===== config.mk =====
export PLATFORM = sky130hd
export DESIGN_NAME = alu_iter_exec_flat
export DESIGN_NICKNAME = d
export VERILOG_FILES = /design/src/rtl/alu_iter_exec_if.sv /design/src/rtl/alu_iter_exec.sv /design/src/flat_wrapper.sv
export SDC_FILE = /design/constraint.sdc
export NUM_CORES = 1
export LEC_CHECK = 0
export CORE_AREA = 10 10 195 197
export CTS_CLUSTER_DIAMETER = 30
export CTS_CLUSTER_SIZE = 8
export DETAILED_ROUTE_END_ITERATION = 8
export DIE_AREA = 0 0 205 207
export PLACE_DENSITY = 0.59
export SYNTH_ARGS = -nofsm -noshare
export SYNTH_HDL_FRONTEND = slang
export SYNTH_SLANG_ARGS = --single-unit

===== constraint.sdc =====
create_clock -name clk_i -period 5.9 [get_ports clk_i]
set_clock_uncertainty 0.2 [all_clocks]
set_input_delay 1.18 -clock clk_i [delete_from_list [all_inputs] [get_ports clk_i]]
set_output_delay 1.18 -clock clk_i [all_outputs]
set_load 0.01 [all_outputs]

===== src/rtl/alu_iter_exec_if.sv =====
// Request/response bundle between pipeline control and the execute-stage ALU.
// master = pipeline control (drives requests), slave = ALU.
interface alu_iter_exec_if #(
  parameter int DATA_W  = 32,
  parameter int SHAMT_W = 5
);
  logic               start_i;
  logic [3:0]         ctrl_i;
  logic [DATA_W-1:0]  src1_i;
  logic [DATA_W-1:0]  src2_i;
  logic [SHAMT_W-1:0] shamt_i;
  logic [DATA_W-1:0]  result_o;
  logic               zero_o;
  logic               busy_o;
  logic               done_o;
  logic               illegal_o;

  modport master (
    output start_i, ctrl_i, src1_i, src2_i, shamt_i,
    input  result_o, zero_o, busy_o, done_o, illegal_o
  );

  modport slave (
    input  start_i, ctrl_i, src1_i, src2_i, shamt_i,
    output result_o, zero_o, busy_o, done_o, illegal_o
  );
endinterface


===== src/rtl/alu_iter_exec.sv =====
// Execute-stage ALU with start/busy/done handshake; single-cycle ops plus an
// optional iterative shift-add multiply compiled in with `define ALU_MUL_EN.
module alu_iter_exec #(
   parameter int DATA_W  = 32,
   parameter int SHAMT_W = 5
) (
   input logic            clk_i,
   input logic            rst_i,
   alu_iter_exec_if.slave bus
);

   localparam logic [3:0] OP_AND  = 4'b0000;
   localparam logic [3:0] OP_OR   = 4'b0001;
   localparam logic [3:0] OP_ADD  = 4'b0010;
   localparam logic [3:0] OP_SUB  = 4'b0110;
   localparam logic [3:0] OP_SLT  = 4'b0111;
   localparam logic [3:0] OP_SLL  = 4'b1000;
   localparam logic [3:0] OP_SRL  = 4'b1001;
   localparam logic [3:0] OP_SLLV = 4'b1010;
   localparam logic [3:0] OP_SRLV = 4'b1011;
`ifdef ALU_MUL_EN
   localparam logic [3:0] OP_MUL  = 4'b1100;

   typedef enum logic [1:0] {S_IDLE, S_EXEC, S_MUL} state_e;
`else
   typedef enum logic [1:0] {S_IDLE, S_EXEC} state_e;
`endif

   state_e             state;
   logic [3:0]         ctrl_q;
   logic [DATA_W-1:0]  src1_q;
   logic [DATA_W-1:0]  src2_q;
   logic [SHAMT_W-1:0] shamt_q;
   logic [DATA_W-1:0]  exec_res;
   logic               exec_ill;
   logic               accept;

`ifdef ALU_MUL_EN
   logic [DATA_W-1:0]  mcand;
   logic [DATA_W-1:0]  mplier;
   logic [DATA_W-1:0]  acc;
   logic [DATA_W-1:0]  acc_next;
   logic [SHAMT_W-1:0] mul_cnt;

   assign acc_next = acc + (mplier[0] ? mcand : '0);
`endif

   assign accept = (state == S_IDLE) && bus.start_i;

   // NOTE: every variable gets a default first so no path leaves it unassigned (no latch).
   always_comb begin
      exec_res = '0;
      exec_ill = 1'b0;
      case (ctrl_q)
         OP_AND:  exec_res = src1_q & src2_q;
         OP_OR:   exec_res = src1_q | src2_q;
         OP_ADD:  exec_res = src1_q + src2_q;
         OP_SUB:  exec_res = src1_q - src2_q;
         OP_SLT:  exec_res = {{(DATA_W-1){1'b0}}, ($signed(src1_q) < $signed(src2_q))};
         OP_SLL:  exec_res = src2_q << shamt_q;
         OP_SRL:  exec_res = src2_q >> shamt_q;
         OP_SLLV: exec_res = src2_q << src1_q[SHAMT_W-1:0];
         OP_SRLV: exec_res = src2_q >> src1_q[SHAMT_W-1:0];
         default: exec_ill = 1'b1;
      endcase
   end

   // NOTE: operand/datapath registers carry no reset; the control FSM guarantees
   // they are written on acceptance before anything reads them.
   always_ff @(posedge clk_i) begin
      if (accept) begin
         ctrl_q  <= bus.ctrl_i;
         src1_q  <= bus.src1_i;
         src2_q  <= bus.src2_i;
         shamt_q <= bus.shamt_i;
`ifdef ALU_MUL_EN
         mcand   <= bus.src1_i;
         mplier  <= bus.src2_i;
         acc     <= '0;
`endif
      end
`ifdef ALU_MUL_EN
      else if (state == S_MUL) begin
         acc    <= acc_next;
         mcand  <= mcand << 1;
         mplier <= mplier >> 1;
      end
`endif
   end

   // NOTE: sequential state uses non-blocking assignments only, so every register
   // sees the pre-edge values of the others regardless of statement order.
   always_ff @(posedge clk_i or posedge rst_i) begin
      if (rst_i) begin
         state         <= S_IDLE;
         bus.result_o  <= '0;
         bus.zero_o    <= 1'b1;
         bus.busy_o    <= 1'b0;
         bus.done_o    <= 1'b0;
         bus.illegal_o <= 1'b0;
`ifdef ALU_MUL_EN
         mul_cnt       <= '0;
`endif
      end else begin
         bus.done_o    <= 1'b0;
         bus.illegal_o <= 1'b0;
         case (state)
            S_IDLE: begin
               if (bus.start_i) begin
                  bus.busy_o <= 1'b1;
`ifdef ALU_MUL_EN
                  if (bus.ctrl_i == OP_MUL) begin
                     state   <= S_MUL;
                     mul_cnt <= '0;
                  end else begin
                     state   <= S_EXEC;
                  end
`else
                  state <= S_EXEC;
`endif
               end
            end
            S_EXEC: begin
               bus.result_o  <= exec_res;
               bus.zero_o    <= (exec_res == '0);
               bus.illegal_o <= exec_ill;
               bus.done_o    <= 1'b1;
               bus.busy_o    <= 1'b0;
               state         <= S_IDLE;
            end
`ifdef ALU_MUL_EN
            S_MUL: begin
               mul_cnt <= mul_cnt + 1'b1;
               // Last step folds its partial product straight into the result.
               if (mul_cnt == SHAMT_W'(DATA_W - 1)) begin
                  bus.result_o <= acc_next;
                  bus.zero_o   <= (acc_next == '0);
                  bus.done_o   <= 1'b1;
                  bus.busy_o   <= 1'b0;
                  state        <= S_IDLE;
               end
            end
`endif
            default: state <= S_IDLE;
         endcase
      end
   end

endmodule

===== src/flat_wrapper.sv =====
// flat-port wrapper written by rule: the top's interface ports become plain ports
module alu_iter_exec_flat 
#(
   parameter int DATA_W  = 32,
   parameter int SHAMT_W = 5
)
  (clk_i, rst_i, bus_start_i, bus_ctrl_i, bus_src1_i, bus_src2_i, bus_shamt_i, bus_result_o, bus_zero_o, bus_busy_o, bus_done_o, bus_illegal_o);
  alu_iter_exec_if #(.DATA_W(DATA_W), .SHAMT_W(SHAMT_W)) bus_i ();
  input logic clk_i;
  input logic rst_i;
  input wire logic [$bits(bus_i.start_i)-1:0] bus_start_i;
  input wire logic [$bits(bus_i.ctrl_i)-1:0] bus_ctrl_i;
  input wire logic [$bits(bus_i.src1_i)-1:0] bus_src1_i;
  input wire logic [$bits(bus_i.src2_i)-1:0] bus_src2_i;
  input wire logic [$bits(bus_i.shamt_i)-1:0] bus_shamt_i;
  output wire logic [$bits(bus_i.result_o)-1:0] bus_result_o;
  output wire logic [$bits(bus_i.zero_o)-1:0] bus_zero_o;
  output wire logic [$bits(bus_i.busy_o)-1:0] bus_busy_o;
  output wire logic [$bits(bus_i.done_o)-1:0] bus_done_o;
  output wire logic [$bits(bus_i.illegal_o)-1:0] bus_illegal_o;
  assign bus_i.start_i = bus_start_i;
  assign bus_i.ctrl_i = bus_ctrl_i;
  assign bus_i.src1_i = bus_src1_i;
  assign bus_i.src2_i = bus_src2_i;
  assign bus_i.shamt_i = bus_shamt_i;
  assign bus_result_o = bus_i.result_o;
  assign bus_zero_o = bus_i.zero_o;
  assign bus_busy_o = bus_i.busy_o;
  assign bus_done_o = bus_i.done_o;
  assign bus_illegal_o = bus_i.illegal_o;
  alu_iter_exec #(.DATA_W(DATA_W), .SHAMT_W(SHAMT_W)) u_core (.clk_i(clk_i), .rst_i(rst_i), .bus(bus_i));
endmodule

Yosys cells after proc, flatten, opt, wreduce, memory -nomap -nowiden
Cells that the tools add are included.
{"block": "totals", "output_inout_bits": 36, "word_cells": 44, "reg_bits": 111, "input_bits": 76}
{"block": "op_classes", "order_cmp": 1, "add_sub_neg": 2, "eq_ne": 10, "shifts": 4, "mux": 8, "bitwise": 2, "n_reduce_logical": 7}
{"op": "$pmux W32 S9", "n": 1}
{"op": "$shl A32 B5 Y32", "n": 2}
{"op": "$shr A32 B5 Y32", "n": 2}
{"op": "$add A32 B32 Y32", "n": 1}
{"op": "$and A32 B32 Y32", "n": 1}
{"op": "$logic_not A32 Y1", "n": 1}
{"op": "$lt A32 B32 Y1", "n": 1}
{"op": "$or A32 B32 Y32", "n": 1}
{"op": "$sub A32 B32 Y32", "n": 1}
{"op": "$eq A4 B4 Y1 const B", "n": 4}
{"op": "$reduce_or A9 Y1", "n": 1}
{"op": "$eq A4 B3 Y1 const B", "n": 2}
{"op": "$eq A4 B1 Y1 const B", "n": 1}
{"op": "$eq A4 B2 Y1 const B", "n": 1}
{"op": "$logic_not A4 Y1", "n": 1}
{"op": "$mux W1", "n": 4}
{"op": "$mux W2", "n": 2}
{"op": "$eq A2 B1 Y1 const B", "n": 1}
{"op": "$logic_not A2 Y1", "n": 1}
{"op": "$ne A2 B2 Y1 const B", "n": 1}
{"op": "$pmux W1 S2", "n": 1}
{"op": "$reduce_and A2 Y1", "n": 1}
{"op": "$reduce_bool A2 Y1", "n": 1}
{"op": "$logic_and A1 B1 Y1", "n": 1}

Depth between registers and ports, before layout
{"block": "depth", "word_depth": 4, "ltp_mapped": 16, "depth_no_buf": 14}

Worst setup path before layout
Ideal clock, no wire load.
{"block": "synth_timing", "kind": "input-to-reg", "from": "input bus_start_i", "to": "register u_core.ctrl_q[0], enable pin", "arrival_time_ps": 4379, "setup_ps": 512, "setup_slack_ps": 809, "required_time_ps": 5188, "cell_stages": 1, "path_buffers": 0, "cell_sequence": "nor2b_1"}
{"block": "synth_via", "elab_chain_cells": 1}
{"element": "from (decl)", "line_no": "flat_wrapper.sv:11", "source": "input wire logic [$bits(bus_i.start_i)-1:0] bus_start_i;"}
{"element": "$logic_and A1 B1 Y1", "line_no": "alu_iter_exec.sv:48", "source": "assign accept = (state == S_IDLE) && bus.start_i;"}
{"element": "to (signal assigned)", "line_no": "alu_iter_exec.sv:72", "source": "ctrl_q <= bus.ctrl_i;"}
{"element": "to (decl)", "line_no": "alu_iter_exec.sv:30", "source": "logic [3:0] ctrl_q;"}
Every way passes these cells.
A chain may end at the register's enable or synchronous reset.

Worst setup path after layout
{"block": "layout_timing", "from": "register u_core.ctrl_q[1]", "to": "register u_core.bus.zero_o"}
{"block": "layout_via", "elab_chain_cells": 3, "elab_cells_between_ends": 11, "classes_between": "eq/ne: 8; mux: 1; reduce/logical: 2"}
{"element": "$eq A4 B4 Y1, or another cell as far along", "line_no": "alu_iter_exec.sv:54", "source": "case (ctrl_q)"}
{"element": "$pmux W32 S9 *", "line_no": "alu_iter_exec.sv:54"}
{"element": "$logic_not A32 Y1 *", "line_no": "alu_iter_exec.sv:125", "source": "bus.zero_o <= (exec_res == '0);"}
{"element": "to (signal assigned)", "line_no": "alu_iter_exec.sv:125"}
{"element": "to (decl)", "line_no": "alu_iter_exec_if.sv:25", "source": "output result_o, zero_o, busy_o, done_o, illegal_o"}
Every way passes the cells marked *; elsewhere a longest branch is shown, timed or not.

==> results.cfg <==
[status]
status = finished clean

[yosys]
synthesis.nets = 1822
yosysSeqAreaShare_pct = 22.9
synthCells = 1646
synth-simple-area-share_pct = 17.3
async_reset_ff_share_pct = 33.0
synthXorXnorAreaFrac_pct = 1.49
syn_area_um2 = 13500
synth_top_family_by_area = compound AO/OA/AOI/OAI gates
synth-edff-count = 73
synth_mux_area_share_pct = 14.5
yosysWarnings = 0
yosys_register_bits = 109
synth_ff_type = edfxtp_1
synthAdderAreaFrac_pct = 9.36
ys_types = 96
synth_area_per_cell_um2 = 8.22
synth_compound_area_share_pct = 26.8

[timing]
fmax_mhz = 187
final_max_slew_viol_count = 0
fin_crit_ns = 5.36
finalSetupTns_ns = 0
rsz0062_at_grt = no
setup_viol = 0
slew_headroom_pct = 19.9
fin_crit_sh_pct = 90.9
hold_viol = 0
fin_ws_ns = 0.539
max_slew.worst_pin.slew_ns = 1.18

[die]
io_pins = 112
dieArea_um2 = 42400
die_w_um = 205
start_util_pct = 39.6
rows = 68
core_area_um2 = 34100
fp.dieH_um = 207

[clock_network]
cts_setup_buffers = 0
clock-sinks = 109
clock_path_buffers = 2
root_buffer = clkbuf_16
path_clk_slew_ns = 0.08
cts_tree = yes
htree_levels = 3
post_cts_resized = 0
clk_latency_ns = 0.39
hold_buffers = 0
cts_buffers = 9

[global_route]
grt_usage_pct = 31.3
grt_pass1_wl_mm = 98.7
grt_remaining_overflow = 0
grt_pass1_vias = 13518
grt_max_degree = 62
antenna_found_initial = 2

[layout]
antenna_cells = 0
final_cell_mix = nand2_1 (157), a21oi_1 (140), nor2_1 (129)
layout_commonest_cell = nand2_1
synthToLayoutAreaGrowth_pct = 13.4
fin_nets = 1872
layout-drive-gt1-share_pct = 8.82
fillerInstances = 3389

[detailed_routing]
drt-vias-per-instance = 6.74
ant_nets = 0
wl_per_cell_um = 31.9
drt_pre_antenna_iters = 6
vias = 14529
initialDrtViolationCount = 2135
drc = 0
wl_mm = 68.9

[worst_setup_path]
cp-start-kind = flop
cp_top_family = simple AND/OR/NAND/NOR gates
path_class = reg -> reg
crit_chain = and4b_1 -> mux2i_2 -> buf_4 -> mux2i_1 -> a22oi_1 -> nand2_1 -> mux2i_1 -> a211oi_1 -> nand4_1 -> nor4_1 -> nand4_1 -> o41ai_2
slowest_stage = edfxtp_1
crit_buf_inv = 1
cp.required_ns = 5.99
worstPathMaxFanout = 16
end_kind = flop
max_stage_delay_ns = 0.69
worstPathArrival_ns = 5.46

[placement]
dp_hpwl_mm = 54.7
post-place-ws_ns = 0.668
port_buffers = 111
gp_congestion = 1.09

[worst_hold_path]
hp-class = reg -> reg

[power_and_ir_drop]
p_per_area_nw_per_um2 = 196
p_leak_nw = 6.19
peakVddDrop_mv = 0.151

[run]
cap_violations = 0
-- cell usage after synthesis (7+ instances only) --
cell type | instances | area [um^2]
a221o_1 | 10 | 100
buf_6 | 15 | 169
and2_1 | 10 | 62.6
nand3_1 | 33 | 165
o311ai_0 | 8 | 70.1
o21a_1 | 13 | 97.6
nor2b_1 | 14 | 87.6
or2_2 | 8 | 50.1
o211ai_1 | 31 | 233
inv_1 | 105 | 394
o31ai_1 | 19 | 143
buf_2 | 20 | 100
o22ai_1 | 12 | 75.1
clkbuf_1 | 75 | 282
a21o_1 | 11 | 82.6
buf_4 | 7 | 52.6
nor2_1 | 130 | 488
dfrtp_1 | 35 | 876
a221oi_1 | 15 | 131
nand2_1 | 157 | 589
mux4_2 | 9 | 203
ha_1 | 98 | 1230
mux2_2 | 20 | 225
o21bai_1 | 8 | 60.1
and3_1 | 7 | 43.8
xnor2_1 | 20 | 175
o221ai_1 | 17 | 149
mux2i_1 | 124 | 1240
edfxtp_1 | 73 | 2190
nand2b_1 | 26 | 163
nor3_1 | 36 | 180
o21ai_0 | 73 | 365
a211oi_1 | 31 | 233
a31oi_1 | 26 | 163
nor4_1 | 13 | 81.3
a21oi_1 | 140 | 701
a22oi_1 | 38 | 285
or3_1 | 9 | 56.3
a32oi_1 | 9 | 78.8
a211o_1 | 8 | 70.1
nand4_1 | 20 | 125
-- through the flow --
step	instance area, um^2	total power [W]	hold WS [ns]	utilization (%)	instances
after floorplan	13500	0.00174	0.233	-	1646
after global placement	15000	0.00229	0.264	44.0	2140
after detailed placement	15000	0.00227	0.279	44.0	2140
after CTS	15300	0.00298	0.296	44.9	2156
after global routing	15300	0.00312	0.320	44.9	2156
final	15300	0.00301	0.287	44.9	2156
-- cells by family (layout without fill, tap and decap cells) --
family	Yosys count	count (layout)
DFF	109	109
buffers and inverters	229	284
adders and majority gates	100	100
and+or+nand+nor	488	488
AOI/OAI and AO/OA	528	528
xor gates and xnor gates	23	23
muxes	169	169
-- area by class of cell --
| type | count | area (um^2) | area share, % |
|---|---|---|---|
| multi-input cells | 1308 | 9440 | 61.5 |
| clock buffers | 10 | 229 | 1.49 |
| well taps | 455 | 569 | 3.71 |
| clock inverters | 6 | 93.8 | 0.612 |
| flip-flops and latches | 109 | 3100 | 20.2 |
| repair buffers | 163 | 1510 | 9.87 |
| inverters | 105 | 394 | 2.57 |
-- worst paths after layout --
path,startpoint,endpoint,slack [ns],cells past startpoint
setup / recovery,u_core.ctrl_q[1],u_core.bus.zero_o,0.54,12
hold / removal,u_core.bus.result_o[22],u_core.bus.result_o[22],0.29,1
setup reg to reg,u_core.ctrl_q[1],u_core.bus.zero_o,0.54,12
hold reg to reg,u_core.bus.result_o[22],u_core.bus.result_o[22],0.29,1
max in group asynchronous,rst_i,u_core.bus.zero_o,4.15,3
min in group asynchronous,rst_i,u_core.bus.result_o[29],1.00,3
-- routing by layer --
layer  global-route usage [%]  vias up  wire [um]
li1                         -     6247          -
met1                     43.0     7085      28900
met2                     45.9     1016      29100
met3                     6.60      179       7230
met4                     14.5        2       3600
met5                        0        -         13
-- power by group --
group	internal, W	total, W	switching (W)
clock	0.000377	0.000704	0.000326
sequential	0.000892	0.000968	0.0000756
combinational	0.000485	0.00134	0.000855
total	0.00175	0.00301	0.00126
-- worst reg2reg max path, cell delays in order (launching register included) --
cell      delay (ns)
edfxtp_1        0.69
and4b_1         0.54
mux2i_2         0.64
buf_4           0.42
mux2i_1         0.46
a22oi_1         0.16
nand2_1         0.32
mux2i_1         0.13
a211oi_1        0.62
nand4_1         0.31
nor4_1          0.39
nand4_1         0.16
o41ai_2         0.23
-- state kept, by name (all words and copies together) (netlist names) --
register and flops:
u_core.bus.done_o 1, u_core.bus.zero_o 1, u_core.shamt_q 5, u_core.bus.illegal_o 1, u_core.src2_q 32, u_core.bus.busy_o 1, u_core.ctrl_q 4, u_core.src1_q 32
u_core.bus.result_o 32
(Power assumes the default switching activity.)
